===== src/rtl/xyolo_write_ctrl.sv =====
// Write-stage sequencer for xyolo: pixel read walk, load strobes and vwrite scheduling.
// Optional XYOLO_WRITE_CTRL_PERF_EN adds a busy-cycle counter output perf_cycles.
module xyolo_write_ctrl #(
   parameter int N_MACS    = 8,
   parameter int N_MACS_W  = $clog2(N_MACS),
   parameter int N_VECT    = 16,
   parameter int RD_ADDR_W = 10,
   parameter int WR_ADDR_W = 9,
   parameter int CNT_W     = 16,
   parameter int RD_LAT    = 2,
   parameter int RES_LAT   = 3
) (
   input  logic                 clk,
   input  logic                 rst,
   input  logic                 run,
   output logic                 done,
   input  logic [CNT_W-1:0]     cfg_n_out,
   input  logic [CNT_W-1:0]     cfg_n_acc,
   input  logic [N_MACS_W-1:0]  cfg_last_nmac,
   input  logic [RD_ADDR_W-1:0] cfg_rd_start,
   input  logic [RD_ADDR_W-1:0] cfg_rd_stride,
   input  logic [WR_ADDR_W-1:0] cfg_wr_start,
   input  logic [N_VECT-1:0]    cfg_wr_mask,
   input  logic                 cfg_mp,
   output logic                 vread_enB,
   output logic [RD_ADDR_W-1:0] vread_addrB,
   output logic                 ld_acc,
   output logic [N_MACS_W-1:0]  ld_nmac,
   output logic                 ld_mp,
   output logic                 ld_res,
   output logic [N_VECT-1:0]    vwrite_enB,
   output logic [WR_ADDR_W-1:0] vwrite_addrB
`ifdef XYOLO_WRITE_CTRL_PERF_EN
   ,
   output logic [31:0]          perf_cycles
`endif
);

   typedef enum logic [1:0] {S_IDLE, S_ISSUE, S_FLUSH} state_t;

   state_t               state, state_nx;
   logic                 start;
   logic [CNT_W-1:0]     n_out_q, n_acc_q;
   logic [N_MACS_W-1:0]  last_nmac_q;
   logic [RD_ADDR_W-1:0] stride_q;
   logic [N_VECT-1:0]    mask_q;
   logic                 mp_q;
   logic [CNT_W-1:0]     acc_cnt, out_cnt;
   logic [RD_ADDR_W-1:0] base_q;
   logic [WR_ADDR_W-1:0] wr_addr;
   logic                 acc_last, out_last, pending;

   logic                 vld_p0, first_p0, last_p0, fin_p0;
   logic [1:0]           grp_p0;
   logic [RD_LAT-1:0]    vld_pl, first_pl, last_pl, fin_pl;
   logic [1:0]           grp_pl [RD_LAT];
   logic                 wr_p0;
   logic [RES_LAT-1:0]   wr_pl;

   assign start    = (state == S_IDLE) && run;
   assign acc_last = (acc_cnt == n_acc_q - CNT_W'(1));
   assign out_last = (out_cnt == n_out_q - CNT_W'(1));
   // The last write stage is the current write; only earlier stages hold future work.
   assign pending  = (|vld_pl) | (|wr_pl[RES_LAT-2:0]);

   always_ff @(posedge clk or negedge rst) begin
      if (!rst) state <= S_IDLE;
      else      state <= state_nx;
   end

   always_comb begin
      state_nx = state;
      case (state)
         S_IDLE:  if (run) state_nx = (cfg_n_out == '0 || cfg_n_acc == '0) ? S_FLUSH : S_ISSUE;
         S_ISSUE: if (acc_last && out_last) state_nx = S_FLUSH;
         S_FLUSH: if (!pending) state_nx = S_IDLE;
         default: state_nx = S_IDLE;
      endcase
   end

   // Configuration is captured only when a run is accepted, so it needs no reset.
   always_ff @(posedge clk) begin
      if (start) begin
         n_out_q     <= cfg_n_out;
         n_acc_q     <= cfg_n_acc;
         last_nmac_q <= cfg_last_nmac;
         stride_q    <= cfg_rd_stride;
         mask_q      <= cfg_wr_mask;
         mp_q        <= cfg_mp;
      end
   end

   always_ff @(posedge clk or negedge rst) begin
      if (!rst) begin
         acc_cnt <= '0;
         out_cnt <= '0;
         base_q  <= '0;
      end else if (start) begin
         acc_cnt <= '0;
         out_cnt <= '0;
         base_q  <= cfg_rd_start;
      end else if (state == S_ISSUE) begin
         if (acc_last) begin
            acc_cnt <= '0;
            out_cnt <= out_cnt + CNT_W'(1);
            base_q  <= base_q + stride_q;
         end else begin
            acc_cnt <= acc_cnt + CNT_W'(1);
         end
      end
   end

   // Stage 0: tags of the read issued this cycle
   always_comb begin
      vld_p0   = (state == S_ISSUE);
      first_p0 = vld_p0 && (acc_cnt == '0);
      last_p0  = vld_p0 && acc_last;
      fin_p0   = vld_p0 && out_last;
      grp_p0   = out_cnt[1:0];
   end

   // Stages 1..RD_LAT: tags travel with the word through the read latency
   always_ff @(posedge clk or negedge rst) begin
      if (!rst) begin
         vld_pl   <= '0;
         first_pl <= '0;
         last_pl  <= '0;
         fin_pl   <= '0;
         for (int i = 0; i < RD_LAT; i++) grp_pl[i] <= '0;
      end else begin
         for (int i = RD_LAT-1; i > 0; i--) begin
            vld_pl[i]   <= vld_pl[i-1];
            first_pl[i] <= first_pl[i-1];
            last_pl[i]  <= last_pl[i-1];
            fin_pl[i]   <= fin_pl[i-1];
            grp_pl[i]   <= grp_pl[i-1];
         end
         vld_pl[0]   <= vld_p0;
         first_pl[0] <= first_p0;
         last_pl[0]  <= last_p0;
         fin_pl[0]   <= fin_p0;
         grp_pl[0]   <= grp_p0;
      end
   end

   // A partial trailing maxpool group still writes at its final output.
   assign wr_p0 = last_pl[RD_LAT-1] &&
                  (!mp_q || grp_pl[RD_LAT-1] == 2'd3 || fin_pl[RD_LAT-1]);

   // Result latency stages: write request waits for xyolo output data
   always_ff @(posedge clk or negedge rst) begin
      if (!rst) begin
         wr_pl   <= '0;
         wr_addr <= '0;
      end else begin
         wr_pl <= {wr_pl[RES_LAT-2:0], wr_p0};
         if (start)                  wr_addr <= cfg_wr_start;
         else if (wr_pl[RES_LAT-1]) wr_addr <= wr_addr + WR_ADDR_W'(1);
      end
   end

   always_comb begin
      done         = (state == S_IDLE);
      vread_enB    = (state == S_ISSUE);
      vread_addrB  = base_q + acc_cnt[RD_ADDR_W-1:0];
      ld_acc       = first_pl[RD_LAT-1];
      ld_res       = last_pl[RD_LAT-1];
      ld_mp        = mp_q && last_pl[RD_LAT-1] && (grp_pl[RD_LAT-1] == 2'd0);
      ld_nmac      = '0;
      if (vld_pl[RD_LAT-1])
         ld_nmac = last_pl[RD_LAT-1] ? last_nmac_q : N_MACS_W'(N_MACS-1);
      vwrite_enB   = wr_pl[RES_LAT-1] ? mask_q : '0;
      vwrite_addrB = wr_addr;
   end

`ifdef XYOLO_WRITE_CTRL_PERF_EN
   always_ff @(posedge clk or negedge rst) begin
      if (!rst)                                   perf_cycles <= '0;
      else if (start)                             perf_cycles <= '0;
      else if (state != S_IDLE && ~&perf_cycles)  perf_cycles <= perf_cycles + 32'd1;
   end
`endif

endmodule


===== config.mk =====
export PLATFORM = sky130hd
export DESIGN_NAME = xyolo_write_ctrl
export DESIGN_NICKNAME = d
export VERILOG_FILES = /design/src/rtl/xyolo_write_ctrl.sv
export SDC_FILE = /design/constraint.sdc
export NUM_CORES = 1
export LEC_CHECK = 0
export CORE_MARGIN = 4
export CORE_UTILIZATION = 54
export DETAILED_ROUTE_END_ITERATION = 12
export PLACE_DENSITY = 0.92
export SYNTH_ARGS = -nofsm -noshare
export SYNTH_HDL_FRONTEND = slang
export SYNTH_SLANG_ARGS = --single-unit

===== constraint.sdc =====
create_clock -name clk -period 3.9 [get_ports clk]
set_input_delay 0.78 -clock clk [delete_from_list [all_inputs] [get_ports clk]]
set_output_delay 0.78 -clock clk [all_outputs]
set_load 0.01 [all_outputs]

==> results_dict.tcl <==
set metrics [dict create \
    worst_ep_arrival_time_ns 3.01 \
    period_share_pct 97.1 \
    wl_um 18200 \
    yosys_warnings 0 \
    ys_seq_elements 130 \
    slew_violations 0 \
    worst_slew_pin_slew_ns 0.972 \
    slew_headroom_pct 35.2 \
    worstPathRequired_ns 3.12 \
    clk_latency_ns 0.43 \
    tns_ns 0 \
    drive_gt1_share_pct 9.04 \
    antenna_cells 0 \
    numCtsBuffers 17 \
    pwr-share-comb_pct 32.1 \
    switching_share_pct 30.8 \
    hold_path_class "reg2reg" \
    num_vias 6153 \
    critPathLaunchType "flop" \
    power_frac_seq_pct 34.4 \
    first_pass_iters 5 \
    dp_cells 971 \
    grt_pass1_vias 6070 \
    path_cells "ha_1 -> inv_1 -> fa_1 -> inv_1 -> a21oi_1 -> o21bai_1 -> a21o_1 -> a21oi_2 -> o21ai_1 -> xor2_1 -> clkdlybuf4s50_1" \
    crit_top_cell "inv_1" \
    holdPathStages 0 \
    grt_max_degree 91 \
    async_reset_ff_share_pct 52.3 \
    grt_antenna_before_repair 0 \
    synthCells 690 \
    totalPowerFinal_mw 5.34 \
    clock-skew-final_ns 0.0141 \
    drt_iter0_drc 535 \
    finalNetCount 927 \
    cts_num_sinks 130 \
    ctsHtreeMaxLevel 4 \
    crit_fanout 5 \
    drc 0 \
    syn_avg_cell_area_um2 10.6 \
    internal_power_mw 3.70 \
    end_kind "primary output" \
    dp_hpwl_um 12900 \
    clkTransAtPathRegs_ns 0.06 \
    netlist-cell-type-count 69 \
    routabilityCongestion 0.945 \
    track_usage_pct 23.6 \
    cp_slowest_cell "clkdlybuf4s50_1" \
    finalHoldViolCount 0 \
    syn-cell-area_um2 7290 \
    ant_nets 0 \
    syn_to_final_growth_pct 29.2 \
    period_needed_ns 3.79 \
    setup_viol 0 \
    ys_seq_area_share_pct 48.9 \
    io_pins 127 \
    die_y_um 124 \
    slowest_delay_ns 0.56 \
    cts_root_buffer "clkbuf_16" \
    final_cells 1006 \
    synthFlopType "dfrtp_1" \
    utilization_pct 71.2 \
    switchingPower_mw 1.65 \
    wl_per_cell_um 18.1 \
    io_buffer_count 126 \
    grt_pass1_wl_um 30000 \
    gr-total-overflow 0 \
    leakage_nw 3.58 \
    fmax_mhz 264 \
    vdd.ir_drop.worst_mv 0.791 \
    die-area_um2 15400 \
    clock_path_buffers 2 \
    core_um2 13200 \
    postCtsHoldBufs 0 \
    status "finished, final reports clean" \
    cts_tree "built" \
    synth_edf_count 62 \
    row_count 42 \
    die_x_um 124 \
    path_class "reg2out" \
    power-per-cell-area_nw_per_um2 567 \
    worstRegToRegCells 10 \
    cap_violations 0 \
    synthesis.nets 800 \
    drt-vias-per-instance 6.12 \
    clkPwrFrac_pct 33.5 \
    start_util_pct 55.1 \
]
[through the flow]
step	hold slack, ns	setup slack [ns]	cell area, um2
after CTS	0.356	0.0249	9390
after global placement	0.333	0.418	8730
after global routing	0.357	-0.0255	9430
after detailed placement	0.335	0.439	8730
final	0.352	0.113	9430
after floorplan	0.331	0.291	7290
[power by group through the flow]
stage	clock (mW)	sequential (mW)	combinational, mW
2_1_floorplan	0	1.76	1.00
3_3_place_gp	0	1.85	1.56
3_5_place_dp	0	1.86	1.61
4_1_cts	1.81	1.83	1.64
5_1_grt	1.86	1.87	1.86
6_report	1.79	1.84	1.71
[repair_timing]
item                                    in CTS  in global routing
endpoints found under the setup margin       2                  2
gates resized for setup                      2                  5
endpoints found under the hold margin        0                  0
pin swaps                                    0                  1
buffers inserted                             0                  3
[cells by family (layout without fill, tap and decap cells)]
group	after synthesis	after routing	synth area share, %
and+or+nand+nor	276	276	22.1
DFF	130	130	48.9
AOI/OAI and AO/OA	128	128	12.4
xor gates and xnor gates	62	62	7.44
buffers and inverters	59	199	3.26
adders and majority gates	26	26	4.67
muxes	9	9	1.25
[worst paths after layout]
| check | start | to | slack (ns) |
|---|---|---|---|
| worst max register to register | n_out_q[0]$_DFFE_PP_ | state[0]$_DFFE_PN0P_ | 0.42 |
| worst min register to register | last_pl[0]$_DFF_PN0_ | last_pl[1]$_DFF_PN0_ | 0.35 |
| worst min-delay path | last_pl[0]$_DFF_PN0_ | last_pl[1]$_DFF_PN0_ | 0.35 |
| max in group asynchronous | rst | base_q[5]$_DFFE_PN0P_ | 2.61 |
| worst max-delay path | acc_cnt[0]$_DFFE_PN0P_ | vread_addrB[8] | 0.11 |
| min in group asynchronous | rst | grp_pl[0]$_DFF_PN0_ | 0.52 |
[synthesized netlist by cell type, types with 3 or more instances]
| library cell | n | area, um2 |
|---|---|---|
| a211oi_1 | 3 | 22.5 |
| a21oi_1 | 15 | 75.1 |
| a22o_1 | 3 | 26.3 |
| a31o_2 | 4 | 35.0 |
| a31oi_1 | 12 | 75.1 |
| and2_1 | 20 | 125 |
| and3_1 | 14 | 87.6 |
| clkbuf_1 | 26 | 97.6 |
| dfrtp_1 | 68 | 1700 |
| edfxtp_1 | 62 | 1860 |
| ha_1 | 24 | 300 |
| inv_1 | 28 | 105 |
| mux2i_1 | 8 | 80.1 |
| nand2_1 | 52 | 195 |
| nand2b_1 | 17 | 106 |
| nand3_1 | 26 | 130 |
| nand4_1 | 23 | 144 |
| nand4b_1 | 3 | 26.3 |
| nor2_1 | 33 | 124 |
| nor2b_1 | 3 | 18.8 |
| nor3_1 | 17 | 85.1 |
| nor3b_1 | 5 | 37.5 |
| nor4_1 | 23 | 144 |
| nor4_2 | 3 | 37.5 |
| o211ai_1 | 3 | 22.5 |
| o21a_1 | 4 | 30.0 |
| o21ai_0 | 28 | 140 |
| o221a_2 | 6 | 67.6 |
| o22ai_1 | 4 | 25.0 |
| o311ai_0 | 10 | 87.6 |
| o31ai_1 | 14 | 105 |
| or3_1 | 9 | 56.3 |
| or4_1 | 8 | 60.1 |
| xnor2_1 | 36 | 315 |
| xor2_1 | 26 | 228 |
[worst max-delay path, delay by kind of cell, from the launching register on]
kind            cells  cell delay (ns)
buf+inv             3             0.71
compound gates      5             0.67
xor+xnor            1             0.17
flops               1             0.41
fa+ha+maj           2             0.61
[state kept, by name, indices dropped and copies added, names as in the netlist, 4 cells and up]
name / cells
acc_cnt: 16
mask_q: 16
n_acc_q: 16
n_out_q: 16
out_cnt: 16
base_q: 10
stride_q: 10
vwrite_addrB: 9
grp_pl: 4
[layout make-up]
class / instances / area (um2)
fill: 942 / 3810
sequential: 130 / 3570
multi-input combinational: 501 / 3500
timing repair buffer: 139 / 1370
clock buffer: 18 / 429
clock inverter: 14 / 235
tap: 176 / 220
inverter: 28 / 106
[layer usage]
layer / part of all wire (%) / global-route usage, % / vias up
met3: 6.2 / 5.93 / 46
met4: 2.3 / 8.12 / 0
met1: 42 / 29.6 / 2989
li1: - / - / 2861
met5: 0 / 0 / -
met2: 49 / 39.9 / 257
[cells in the final DEF (no fill, tap or decap), types with 4 or more instances in the layout]
master and n:
xor2_1 26, nor3b_1 5, nor3_1 17, xnor2_1 36, or4_1 8, nand2_1 52
o22ai_1 4, a21oi_1 12, dfrtp_1 66, o221a_2 6, buf_4 12, nand4_1 23
ha_1 24, nand3_1 26, inv_1 27, nor4_1 23, or3_1 9, nand2b_1 17
a31oi_1 12, o21a_1 4, o31ai_1 14, o21ai_0 26, bufinv_16 6, o311ai_0 10
edfxtp_1 62, clkbuf_16 17, clkdlybuf4s50_1 125, and3_1 14, mux2i_1 8, nor2_1 33
a31o_2 4, and2_1 20
No activity file was read; power rests on OpenSTA's default activity.
